<file path="src/rtl/pwm_reg_arbiter_if.sv">
// Write-request bundle between PWM register requesters and pwm_reg_arbiter.
// Requester i uses addr bits [7i+6:7i] and data bits [8i+7:8i]; ready is a one-hot grant.
interface pwm_reg_arbiter_if #(
    parameter int NREQ = 2
);
    logic [NREQ-1:0]   req_valid;
    logic [7*NREQ-1:0] req_addr;
    logic [8*NREQ-1:0] req_data;
    logic [NREQ-1:0]   req_ready;

    modport master (output req_valid, req_addr, req_data, input req_ready);
    modport slave  (input req_valid, req_addr, req_data, output req_ready);
endinterface

</file>
<file path="src/rtl/pwm_reg_arbiter.sv">
// Round-robin arbiter committing one byte-write per cycle into the five PWM configuration registers.
// Define PWM_ARB_SHADOW_EN to stage writes in shadow registers that go live on the commit strobe.
module pwm_reg_arbiter #(
    parameter int NREQ  = 2,
    parameter int PTR_W = 3
) (
    input  logic             clk,
    input  logic             rst,
    pwm_reg_arbiter_if.slave bus,
    input  logic             commit,
    output logic [7:0]       out_en_reg_7_0,
    output logic [7:0]       out_en_reg_15_8,
    output logic [7:0]       out_en_pwm_7_0,
    output logic [7:0]       out_en_pwm_15_8,
    output logic [7:0]       out_pwm_duty_cycle,
    output logic             err_addr,
    output logic [PTR_W-1:0] last_grant
);
    localparam int NREG = 5;

    logic [PTR_W-1:0] ptr;
    logic [NREQ-1:0]  grant;
    logic [PTR_W-1:0] grant_idx;
    logic             accept;
    logic [6:0]       sel_addr;
    logic [7:0]       sel_data;
    logic [NREG-1:0]  wr_en;
    logic [7:0]       live [NREG];

    // Search from ptr upward, wrapping at NREQ; the first valid requester wins.
    always_comb begin
        int pos;
        grant     = '0;
        grant_idx = '0;
        accept    = 1'b0;
        pos       = 0;
        if (!rst) begin
            for (int k = 0; k < NREQ; k++) begin
                pos = int'(ptr) + k;
                if (pos >= NREQ) pos = pos - NREQ;
                for (int i = 0; i < NREQ; i++) begin
                    if (!accept && pos == i && bus.req_valid[i]) begin
                        accept    = 1'b1;
                        grant[i]  = 1'b1;
                        grant_idx = PTR_W'(i);
                    end
                end
            end
        end
    end

    assign bus.req_ready = grant;

    always_comb begin
        sel_addr = '0;
        sel_data = '0;
        for (int i = 0; i < NREQ; i++) begin
            if (grant[i]) begin
                sel_addr = bus.req_addr[7*i +: 7];
                sel_data = bus.req_data[8*i +: 8];
            end
        end
    end

    // Out-of-map addresses are accepted but hit no register.
    always_comb begin
        wr_en = '0;
        for (int r = 0; r < NREG; r++) begin
            wr_en[r] = accept && (sel_addr == 7'(r));
        end
    end

    always_ff @(posedge clk) begin
        if (rst) begin
            ptr        <= '0;
            last_grant <= '0;
            err_addr   <= 1'b0;
        end else begin
            err_addr <= accept && (sel_addr > 7'(NREG - 1));
            if (accept) begin
                last_grant <= grant_idx;
                ptr        <= (grant_idx == PTR_W'(NREQ - 1)) ? '0 : grant_idx + PTR_W'(1);
            end
        end
    end

`ifdef PWM_ARB_SHADOW_EN
    logic [7:0] shadow [NREG];

    // Commit copies the shadow as it stood before any same-cycle write.
    always_ff @(posedge clk) begin
        if (rst) begin
            for (int r = 0; r < NREG; r++) begin
                shadow[r] <= '0;
                live[r]   <= '0;
            end
        end else begin
            for (int r = 0; r < NREG; r++) begin
                if (commit)   live[r]   <= shadow[r];
                if (wr_en[r]) shadow[r] <= sel_data;
            end
        end
    end
`else
    logic unused_commit;
    assign unused_commit = commit;

    always_ff @(posedge clk) begin
        if (rst) begin
            for (int r = 0; r < NREG; r++) live[r] <= '0;
        end else begin
            for (int r = 0; r < NREG; r++) begin
                if (wr_en[r]) live[r] <= sel_data;
            end
        end
    end
`endif

    assign out_en_reg_7_0     = live[0];
    assign out_en_reg_15_8    = live[1];
    assign out_en_pwm_7_0     = live[2];
    assign out_en_pwm_15_8    = live[3];
    assign out_pwm_duty_cycle = live[4];

endmodule

</file>
<file path="src/flat_wrapper.sv">
// flat-port wrapper written by rule: the top's interface ports become plain ports
module pwm_reg_arbiter_flat 
#(
    parameter int NREQ  = 2,
    parameter int PTR_W = 3
)
  (clk, rst, commit, out_en_reg_7_0, out_en_reg_15_8, out_en_pwm_7_0, out_en_pwm_15_8, out_pwm_duty_cycle, err_addr, last_grant, bus_req_valid, bus_req_addr, bus_req_data, bus_req_ready);
  pwm_reg_arbiter_if #(.NREQ(NREQ)) bus_i ();
  input  logic clk;
  input  logic rst;
  input  logic commit;
  output logic [7:0] out_en_reg_7_0;
  output logic [7:0] out_en_reg_15_8;
  output logic [7:0] out_en_pwm_7_0;
  output logic [7:0] out_en_pwm_15_8;
  output logic [7:0] out_pwm_duty_cycle;
  output logic err_addr;
  output logic [PTR_W-1:0] last_grant;
  input wire logic [$bits(bus_i.req_valid)-1:0] bus_req_valid;
  input wire logic [$bits(bus_i.req_addr)-1:0] bus_req_addr;
  input wire logic [$bits(bus_i.req_data)-1:0] bus_req_data;
  output wire logic [$bits(bus_i.req_ready)-1:0] bus_req_ready;
  assign bus_i.req_valid = bus_req_valid;
  assign bus_i.req_addr = bus_req_addr;
  assign bus_i.req_data = bus_req_data;
  assign bus_req_ready = bus_i.req_ready;
  pwm_reg_arbiter #(.NREQ(NREQ), .PTR_W(PTR_W)) u_core (.clk(clk), .rst(rst), .bus(bus_i), .commit(commit), .out_en_reg_7_0(out_en_reg_7_0), .out_en_reg_15_8(out_en_reg_15_8), .out_en_pwm_7_0(out_en_pwm_7_0), .out_en_pwm_15_8(out_en_pwm_15_8), .out_pwm_duty_cycle(out_pwm_duty_cycle), .err_addr(err_addr), .last_grant(last_grant));
endmodule
</file>
<file path="config.mk">
export PLATFORM = sky130hd
export DESIGN_NAME = pwm_reg_arbiter_flat
export DESIGN_NICKNAME = d
export VERILOG_FILES = /design/src/rtl/pwm_reg_arbiter_if.sv /design/src/rtl/pwm_reg_arbiter.sv /design/src/flat_wrapper.sv
export SDC_FILE = /design/constraint.sdc
export NUM_CORES = 1
export LEC_CHECK = 0
export BUFFER_PORTS_ARGS = -buffer_cell sky130_fd_sc_hd__buf_2
export CAP_MARGIN = 20
export CORE_MARGIN = 4
export CORE_UTILIZATION = 45
export DETAILED_ROUTE_END_ITERATION = 10
export PLACE_DENSITY = 0.78
export SETUP_SLACK_MARGIN = 0.1
export SLEW_MARGIN = 15
export SYNTH_ARGS = -nofsm -noshare
export SYNTH_HDL_FRONTEND = slang
export SYNTH_SLANG_ARGS = --single-unit
</file>
<file path="constraint.sdc">
create_clock -name clk -period 1.9 [get_ports clk]
set_input_delay 0.285 -clock clk [delete_from_list [all_inputs] [get_ports clk]]
set_output_delay 0.285 -clock clk [all_outputs]
set_load 0.01 [all_outputs]
</file>
# --- Yosys cells after proc, flatten, opt, wreduce, memory -nomap -nowiden ---
# Memories as Yosys holds them, arrays and structs flattened.
# Cells that the tools add are included.
op_classes:
  add_sub_neg: 4
  order_cmp: 3
  n_eq_ne: 7
  n_mux: 47
  n_bitwise: 5
  reduce_logical: 19
op_table:
  columns: ["cell", "count"]
  rows:
  - ["$mux 32", 4]
  - ["$eq 32x2->1 const B", 2]
  - ["$logic_not 32->1", 2]
  - ["$mux 8", 7]
  - ["$ge 32x3->1 const B", 1]
  - ["$sub 32x3->32 const B", 1]
  - ["$mux 1", 31]
  - ["$eq 7x2->1 const B", 2]
  - ["$mux 7", 2]
  - ["$logic_and 1x1->1", 13]
  - ["$eq 7x1->1 const B", 1]
  - ["$eq 7x3->1 const B", 1]
  - ["$gt 7x3->1 const B", 1]
  - ["$logic_not 7->1", 1]
  - ["$mux 3", 2]
  - ["$or 1x1->1", 5]
  - ["$add 3x1->4 const B", 1]
  - ["$sub 3x2->4 const B", 1]
  - ["$add 3x1->3 const B", 1]
  - ["$eq 3x1->1 const B", 1]
  - ["$ge 3x2->1 const B", 1]
  - ["$logic_not 1->1", 3]
  - ["$mux 2", 1]
totals:
  reg_bits: 7
  mem_bits_rw: 40
  input_bits: 35
  mem_count: 1
memory_table:
  columns: ["memory", "depth", "width", "rd", "rd_clocked_by_memory_dff", "write_ports", "line_no", "text"]
  rows:
  - ["u_core.live", 5, 8, 5, 0, 5, "pwm_reg_arbiter.sv:28", "logic [7:0] live [NREG];"]

# --- Longest topological paths before layout ---
# Gate-level depths: netlist of run 1.
logic_depth:
  word_depth: 30
  depth_mapped: 6
  depth_no_buf: 4

# --- Least setup slack after synthesis of run 1 ---
# Ideal clock, no wire load.
synth_timing:
  path_type: "flip-flop to flip-flop"
  from: "reg u_core.ptr[0]"
  to: "mem u_core.live[4][0] (netlist: u_core.live[0][32]) (enable)"
  setup_time_ns: 0.326
  arrival_ns: 1.319
  path_slack_ns: 0.255
  path_stages_with_launch: 6
  path_buffers: 1
  period_less_slack_ns: 1.645
  path_cell_list: "dfxtp_1 -> nand2b_1 -> buf_6 -> a32o_1 -> nor3_1 -> a21o_1"
synth_lines:
  columns: ["element", "line_no", "text"]
  rows:
  - ["start: declaration", "pwm_reg_arbiter.sv:21", "logic [PTR_W-1:0] ptr;"]
  - ["start signal: assignment", "pwm_reg_arbiter.sv:82", "ptr <= (grant_idx == PTR_W'(NREQ - 1)) ? '0 : grant_idx + PTR_W'(1);"]
  - ["end: declaration", "pwm_reg_arbiter.sv:28", null]

==> flow_results.org, run 1 <==
** Place
- Pre-CTS setup slack :: -0.0279 ns
- Number of cells after detailed placement :: 231
- Global placement routability congestion :: 0.809
- Detailed placement finished with a half-perimeter wire length of 2880 um.
- During placement, the flow inserted port buffers numbering 77.

** STA
- Fin. Hold Viols :: 0
- Final hold analysis gives a worst-case slack of 0.326 ns.
- Once routing completed, OpenROAD measured the worst setup slack at 0.107 ns.
- Setup Total Neg Slack :: 0 ns
- For the finished layout, the period the worst path requires is 1.79 ns.
- For this run, the top clock speed supported by timing is 0.558 GHz.
- Setup violations remaining at the end of the flow were counted as 0.
- The final critical path takes up 94.4% of the cycle.
- Setup repair after global routing missed its margin :: true
- Max-slew violation count :: 0
- Setup clock skew after layout :: 0.00890 ns

** Clocking
- Clock tree from TritonCTS :: built
- For this design, the CTS-stage hold fixing added 0 buffers.
- CTS HTree Levels :: 2
- Clk root buf :: sky130_fd_sc_hd__clkbuf_8
- Clock latency on the worst-skew pair :: 0.29 ns
- The clock net in this run drives a total of 43 sinks.
- Number of buffers created by CTS :: 5
- After clock tree synthesis, the clock-pin slew on the worst setup and hold paths is 0.08 ns.
- Clock buffer depth :: 2

** Pwr
- IR analysis of the VDD net gives a maximum drop of 0.000335 V.
- Total leakage power :: 1.05 nW
- Cell area power density :: 849 nW/um^2
- Total power of the final layout :: 2.07 mW

** Critical path
- STA puts the critical path data arrival time at 1.80 ns.
- Critical Path Source Type :: flip-flop
- In this run the worst setup path begins at u_core.ptr[0]$_SDFFE_PP0P_.
- Reg-to-reg critical path startpoint :: u_core.ptr[0]$_SDFFE_PP0P_
- For the worst flop-to-flop path, the logic depth is 8.
- In this run the worst setup path terminates at u_core.live[0][33]$_DFFE_PP_.
- Data on the critical path is required at its endpoint by 1.91 ns.
- The worst register-to-register path has a setup slack of 0.11 ns.
- STA classifies the critical path endpoint as a flip-flop.
- Worst setup path class :: flip-flop to flip-flop
- In this run the worst path has a maximum fanout of 8.
- Endpoint of the worst-slack reg-to-reg timing path :: u_core.live[0][33]$_DFFE_PP_

** Status
- The run finished with clean final reports.

** Global route
- Maximum number of pins on one net before global-route repair :: 15
- After global routing the overflow that remains totals 0.
- Global-route wire length before repair :: 6080 um
- Number of antenna violations at the first check in global routing :: 0
- Overall global routing resource usage :: 16.5%
- Number of global-route vias before repair :: 1228

** Die
- In this run the horizontal extent of the chip is 69.4 um.
- In this run the standard cell core region covers 3660 sq um.
- Placement Rows :: 22
- The die is 69.4 um tall.
- Effective utilization at floorplan :: 46.4%
- Area of the die :: 4820 sq um
- 81 I/O pins were placed.

** Detailed routing
- After detailed routing, the average wire length per cell comes to 15.7 um.
- After the first detailed-routing iteration, the DRC count stood at 30.
- Drt drc :: 0
- First drt pass iteration count :: 4
- Remaining antenna violation count after routing :: 0
- Using the TritonRoute via totals, the vias-per-cell ratio works out to 4.95.
- The routed layout has 1207 vias.
- The final layout contains routed wiring with a total length of 3840 um.

** Cells and area
- Count of inserted antenna diode cells :: 0
- For this run, the post-layout net count is 230.
- Cells with a size suffix above 1 make up 60.7% of the layout.
- For this run, the number of standard cells in the final layout without fillers is 244.
- The area growth from synthesis to layout is 43.5%.

** Synth
- Cell types with the largest area share after synthesis :: sky130_fd_sc_hd__edfxtp_1, sky130_fd_sc_hd__dfxtp_1, sky130_fd_sc_hd__a22oi_1, sky130_fd_sc_hd__nor3_1, sky130_fd_sc_hd__a32oi_2
- In this run the biggest area consumer among cell types represents 70.7% of the synthesized area.
- Post-synth ARST share :: 0%
- A synthesized cell averages 17.2 sq um.
- #FFs+latches synth :: 43
- Number of enable flip-flop cells after synthesis :: 40
- Register area share after synthesis :: 74.3%
- Post-synthesis cell type with the largest combined area :: sky130_fd_sc_hd__edfxtp_1
- After synthesis the cells add up to 1700 sq um.
- Mapped Cells :: 99
- Synth warn :: 0
- Synth unique cells :: 25
- For this run, the leading register cell type out of synthesis is sky130_fd_sc_hd__edfxtp_1.

** Worst hold path
- Class of the most critical hold timing path :: input port to flip-flop

** Flow run
- Across the run, the number of max-cap violations was 0.
## cells by family after synthesis
family,count (synthesis),share of synthesized area [%]
other,1,0.221
AND/OR/NAND/NOR,25,8.33
flip-flops,43,74.3
AO/OA/AOI/OAI,23,14.1
buffers and inverters,7,3.09
## flip-flops by register name, summed over array words and instances, names as in the netlist
signal and flops:
u_core.err_addr 1, u_core.last_grant 1, u_core.live 40, u_core.ptr 1
## power by group
| part | total [mW] | internal (mW) | switching [mW] |
|---|---|---|---|
| sequential | 1.09 | 1.08 | 0.0136 |
| combinational | 0.276 | 0.127 | 0.150 |
| clock | 0.696 | 0.391 | 0.305 |
| total | 2.07 | 1.60 | 0.468 |
## cells in the mapped netlist (all sizes together), types with 2 or more instances
| library cell | instances |
|---|---|
| dfxtp | 3 |
| a32oi | 4 |
| nor2b | 2 |
| edfxtp | 40 |
| buf | 7 |
| a21oi | 2 |
| a41o | 4 |
| nand2b | 3 |
| nor3 | 10 |
| nor2 | 4 |
| a22oi | 8 |
| a32o | 2 |
| nor4 | 2 |
## what timing repair did
action / in CTS / in global routing
gates resized for setup: 4 / 10
setup buffers: 3 / 2
setup endpoints to repair: 74 / 82
gates cloned: 0 / 0
pin swaps: 2 / 5
## placed cells by master (no fill, tap or decap)
master	netlist	final
sky130_fd_sc_hd__a211oi_4	1	1
sky130_fd_sc_hd__a21boi_4	1	1
sky130_fd_sc_hd__a21o_1	1	1
sky130_fd_sc_hd__a21oi_1	2	2
sky130_fd_sc_hd__a22oi_1	8	8
sky130_fd_sc_hd__a32o_1	2	1
sky130_fd_sc_hd__a32o_2	0	1
sky130_fd_sc_hd__a32oi_1	1	1
sky130_fd_sc_hd__a32oi_4	0	3
sky130_fd_sc_hd__a41o_2	4	4
sky130_fd_sc_hd__and2b_2	1	1
sky130_fd_sc_hd__buf_12	0	2
sky130_fd_sc_hd__buf_2	3	77
sky130_fd_sc_hd__buf_4	2	14
sky130_fd_sc_hd__buf_6	2	2
sky130_fd_sc_hd__bufinv_16	0	1
sky130_fd_sc_hd__clkbuf_8	0	5
sky130_fd_sc_hd__clkinv_2	0	1
sky130_fd_sc_hd__clkinv_4	0	1
sky130_fd_sc_hd__conb_1	1	2
sky130_fd_sc_hd__dfxtp_1	3	2
sky130_fd_sc_hd__dfxtp_2	0	1
sky130_fd_sc_hd__edfxtp_1	40	40
sky130_fd_sc_hd__nand2b_1	3	2
sky130_fd_sc_hd__nand2b_4	0	1
sky130_fd_sc_hd__nor2_1	3	3
sky130_fd_sc_hd__nor2_4	0	1
sky130_fd_sc_hd__nor2b_1	2	1
sky130_fd_sc_hd__nor2b_4	0	1
sky130_fd_sc_hd__nor3_1	10	9
sky130_fd_sc_hd__nor3_2	0	1
sky130_fd_sc_hd__nor3b_1	1	1
sky130_fd_sc_hd__nor4_1	2	2
sky130_fd_sc_hd__or2_1	0	1
sky130_fd_sc_hd__or2b_1	1	1
## cell type report
class	count	area (sq um)
Sequential cell	43	1260
Fill cell	273	1220
Timing Repair Buffer	95	553
Multi-Input combinational cell	50	448
Clock buffer	5	68.8
Tap cell	48	60.1
Clock inverter	3	43.8
## worst min-delay path by stage
stage                               startpoint                                 to  depth (start not counted)
CTS                                        rst  u_core.last_grant[0]$_SDFFE_PP0P_                          2
finish                                     rst  u_core.last_grant[0]$_SDFFE_PP0P_                          2
detailed placement  u_core.ptr[0]$_SDFFE_PP0P_         u_core.ptr[0]$_SDFFE_PP0P_                          2
global placement    u_core.ptr[0]$_SDFFE_PP0P_         u_core.ptr[0]$_SDFFE_PP0P_                          2
floorplan                     bus_req_valid[0]  u_core.last_grant[0]$_SDFFE_PP0P_                          3
global route                               rst  u_core.last_grant[0]$_SDFFE_PP0P_                          2
## critical path, cell delays in order (launching register included)
cell	delay, ns
sky130_fd_sc_hd__dfxtp_2	0.35
sky130_fd_sc_hd__buf_6	0.10
sky130_fd_sc_hd__a21boi_4	0.05
sky130_fd_sc_hd__buf_12	0.14
sky130_fd_sc_hd__buf_6	0.10
sky130_fd_sc_hd__a32o_2	0.25
sky130_fd_sc_hd__nor3_2	0.18
sky130_fd_sc_hd__a21o_1	0.19
sky130_fd_sc_hd__buf_12	0.14
## routing by layer
metal,track usage (%),up-vias,share of wire (%)
met2,27.8,58,51
met1,19.6,556,39
met3,5.36,4,8.7
met5,0,-,0
met4,6.51,0,1.2
li1,-,589,-
## stage by stage
| step | utilization [%] | cell area, sq um |
|---|---|---|
| 2_1_floorplan | - | 1700 |
| 3_3_place_gp | 60.2 | 2200 |
| 3_5_place_dp | 60.2 | 2200 |
| 4_1_cts | 64.2 | 2350 |
| 5_1_grt | 66.5 | 2440 |
| 6_report | 66.5 | 2440 |
No activity file was read; power rests on OpenSTA's default activity.
==> run 2, diff against run 1 <==
--- a/constraint.sdc
+++ b/constraint.sdc
@@ -3,2 +3,2 @@
 set_output_delay 0.285 -clock clk [all_outputs]
-set_load 0.01 [all_outputs]
+set_load 0.1 [all_outputs]
==> run 2 against run 1 <==
Compared with the run above: count of clock-buffer cells in the layout stayed put; final area increased by 3.9%; sequential share of layout area fell by 1.9 points; first-iteration DRC count grew to 2.7 times the previous value; clock skew shrank 0.0066 ns; flip-flop and latch count stayed put; total power grew 17%; worst setup slack improved by 0.026 ns; routed wire length increased by 2.3%; highest routed layer unchanged; cell count down 0.41%; critical path type unchanged; combinational power is 140% higher; register-to-register slack better by 0.03 ns.
==> flow_results.org, run 2 (synthesis results as in run 1) <==
** Status
- The run finished with clean final reports.

** Cells and area
- Layout fillers :: 257 (-5.9%)
- Non-filler instance count after layout :: 243 (-0.41%)
- The library cell used most frequently in the layout, excluding fill and tap cells, is sky130_fd_sc_hd__buf_2.
- The net count reported at finish was 229 (-0.43%).
- The number of flip-flops under the largest register name is 40 (unchanged).
- Commonest non-fill, non-tap cells in the layout :: sky130_fd_sc_hd__buf_2, sky130_fd_sc_hd__edfxtp_1, sky130_fd_sc_hd__buf_6
- Count of inserted antenna diode cells :: 0 (unchanged)
- The fraction of layout cells with a size suffix above 1 was 64.1% (+3.4 points).
- From synthesis to final layout, the design area changed by 49.0%.
- Ranked by flip-flop count, first place goes to u_core.live.

** Detailed routing
- Remaining antenna violation count after routing :: 0 (unchanged)
- First drt pass iteration count :: 4 (unchanged)
- The via total after detailed routing was 1258 (+4.2%).
- The number of DRC markers after the initial detailed-route iteration was 81 (+170%).
- Routed vias/inst :: 5.18 (+4.7%)
- Total wirelength of the detailed-routed design :: 3930 um (+2.3%)
- Mean routed wirelength per cell :: 16.2 um (+2.7%)
- The post-detailed-route DRC marker count came to 0 (unchanged).

** Die
- Area of the die :: 4820 sq um (unchanged)
- Effective utilization at floorplan :: 46.4% (unchanged)
- The area of the placeable core was 3660 sq um (unchanged).
- The number of rows in the core area is 22 (unchanged).
- The height of the chip came to 69.4 um (unchanged).
- Count of boundary I/O pins :: 81 (unchanged)
- Die W :: 69.4 um (unchanged)

** Global route
- Total global routing overflow :: 0 (unchanged)
- Overall global routing resource usage :: 16.0% (-0.51 points)
- The pin count of the biggest net entering global routing came to 15 (unchanged).
- The first-pass GRT wire length came to 5820 um (-4.3%).
- The number of global-route vias before repair is 1177 (-4.2%).
- Number of antenna violations at the first check in global routing :: 0 (unchanged)

** Worst hold path
- The min-delay analysis places its worst path in the category input port to flip-flop.

** Critical path
- Traced cell by cell, the critical path runs through buf_6 > a21boi_4 > buf_6 > a32oi_4 > a211oi_4 > buf_6 > nor3_4.
- Critical Path Fanout Max :: 5 (-3)
- Worst setup path class :: flip-flop to flip-flop
- Standard cell with the maximum stage delay on the critical path :: sky130_fd_sc_hd__a211oi_4
- STA classifies the critical path endpoint as a flip-flop.
- Arr. time, crit path :: 1.81 ns (about the same)
- STA classifies the critical path startpoint as a flip-flop.
- By instance count, the cell type seen most on the critical path is sky130_fd_sc_hd__buf_6.
- The data required time at the worst endpoint is 1.94 ns (+0.03 ns).
- Largest incremental delay on the critical path :: 0.37 ns (+0.02 ns)

** Place
- The weighted congestion at the end of routability-driven global placement came to 0.797 (-1.5%).
- The half-perimeter wire length after detailed placement was 2920 um (+1.2%).
- The setup slack after placement is 0.0361 ns (+0.0639 ns).
- Count of port buffers added during placement :: 77 (unchanged)
- The post-placement cell count came to 230 (-0.43%).

** STA
- The clock period minus final worst setup slack was 1.77 ns (-0.0258 ns).
- The worst setup skew after layout came to 0.00227 ns (-0.00663 ns).
- The aggregate negative setup slack was 0 ns (unchanged).
- The count of endpoints failing setup in the final report came to 0 (unchanged).
- Fin. Hold Viols :: 0 (unchanged)
- Setup repair after global routing missed its margin :: true
- The final worst slack is 0.133 ns (+0.0258 ns).
- Max-slew violation count :: 0 (unchanged)
- Fraction of the cycle the final worst path needs :: 93.0% (-1.4 points)
- Fmax :: 0.566 GHz (+1.5%)
- Worst hold slack across all endpoints :: 0.340 ns (+0.0148 ns)

** Flow run
- The number of max-cap violations came to 0 (unchanged).

** Pwr
- The leakage power of the design was 1.05 nW (about the same).
- Cell area power density :: 959 nW/um^2 (+13%)
- The maximum resistive drop on vdd is 0.000744 V (+120%).

** Clocking
- CTS HTree Levels :: 2 (unchanged)
- # clock sinks :: 43 (unchanged)
- TritonCTS built the clock tree.
- Clock-pin slew on the worst setup and hold paths :: 0.08 ns (about the same)
- Hold-fix buffer count after cts :: 0 (unchanged)
- Clk root buf :: sky130_fd_sc_hd__clkbuf_8
- Number of buffers created by CTS :: 5 (unchanged)
- Clock buffer depth :: 2 (unchanged)
- Clock latency on the worst-skew pair :: 0.29 ns (about the same)
[run 2: cell types whose count changed in the layout (fill, tap and decap cells not counted), moves of 2 or more]
cell	before	now
sky130_fd_sc_hd__buf_6	2	9
sky130_fd_sc_hd__buf_2	77	75
sky130_fd_sc_hd__nor3_1	9	3
sky130_fd_sc_hd__buf_4	14	8
sky130_fd_sc_hd__nor3_4	0	6
[run 2: cell type report]
cell class	count	area [sq um]	share of cell area [%]
Clock buffer	5	68.8	2.72
Multi-Input combinational cell	50	518	20.5
Timing Repair Buffer	94	577	22.8
Tap cell	48	60.1	2.37
Clock inverter	3	43.8	1.73
Sequential cell	43	1260	49.9
[run 2: power breakdown]
part	leakage, nW	internal (mW)	switching (mW)	total, mW
Clock	0.0581	0.391	0.289	0.680
Sequential	0.433	1.08	0.0132	1.09
Combinational	0.554	0.134	0.518	0.653
Total	1.05	1.61	0.821	2.43
[run 2: per-layer routing]
metal | global-route usage (%) | wire length, um
met2 | 26.6 | 1980
met4 | 4.56 | 46
met1 | 18.4 | 1350
met3 | 7.68 | 552
met5 | 0 | 0
[run 2: repair_timing]
item                       CTS  global route
setup endpoints to repair   21            82
resized for setup            2            24
pin swaps                    1             9
setup buffers                2             3
gates cloned                 0             0
[run 2: path summary, 6_finish.rpt]
path | from | end | slack (ns) | cells after the start
setup / recovery | u_core.ptr[0]$_SDFFE_PP0P_ | u_core.live[0][36]$_DFFE_PP_ | 0.13 | 7
hold / removal | rst | u_core.last_grant[0]$_SDFFE_PP0P_ | 0.34 | 2
setup reg to reg | u_core.ptr[0]$_SDFFE_PP0P_ | u_core.live[0][36]$_DFFE_PP_ | 0.13 | 7
hold reg to reg | u_core.last_grant[0]$_SDFFE_PP0P_ | u_core.last_grant[0]$_SDFFE_PP0P_ | 0.63 | 3
[run 2: critical path, delay by kind of cell, from the launching register on]
kind	cells	cell delay, ns
AO/OA/AOI/OAI	3	0.66
buffers and inverters	3	0.47
flip-flops	1	0.32
AND/OR/NAND/NOR	1	0.06
[run 2: metrics by stage]
stage	power [mW]	util, %	instance area [sq um]
floorplan	1.60	-	1740
global placement	1.72	61.4	2250
detailed placement	1.73	61.4	2250
CTS	2.40	65.3	2390
global route	2.52	69.1	2530
finish	2.43	69.1	2530
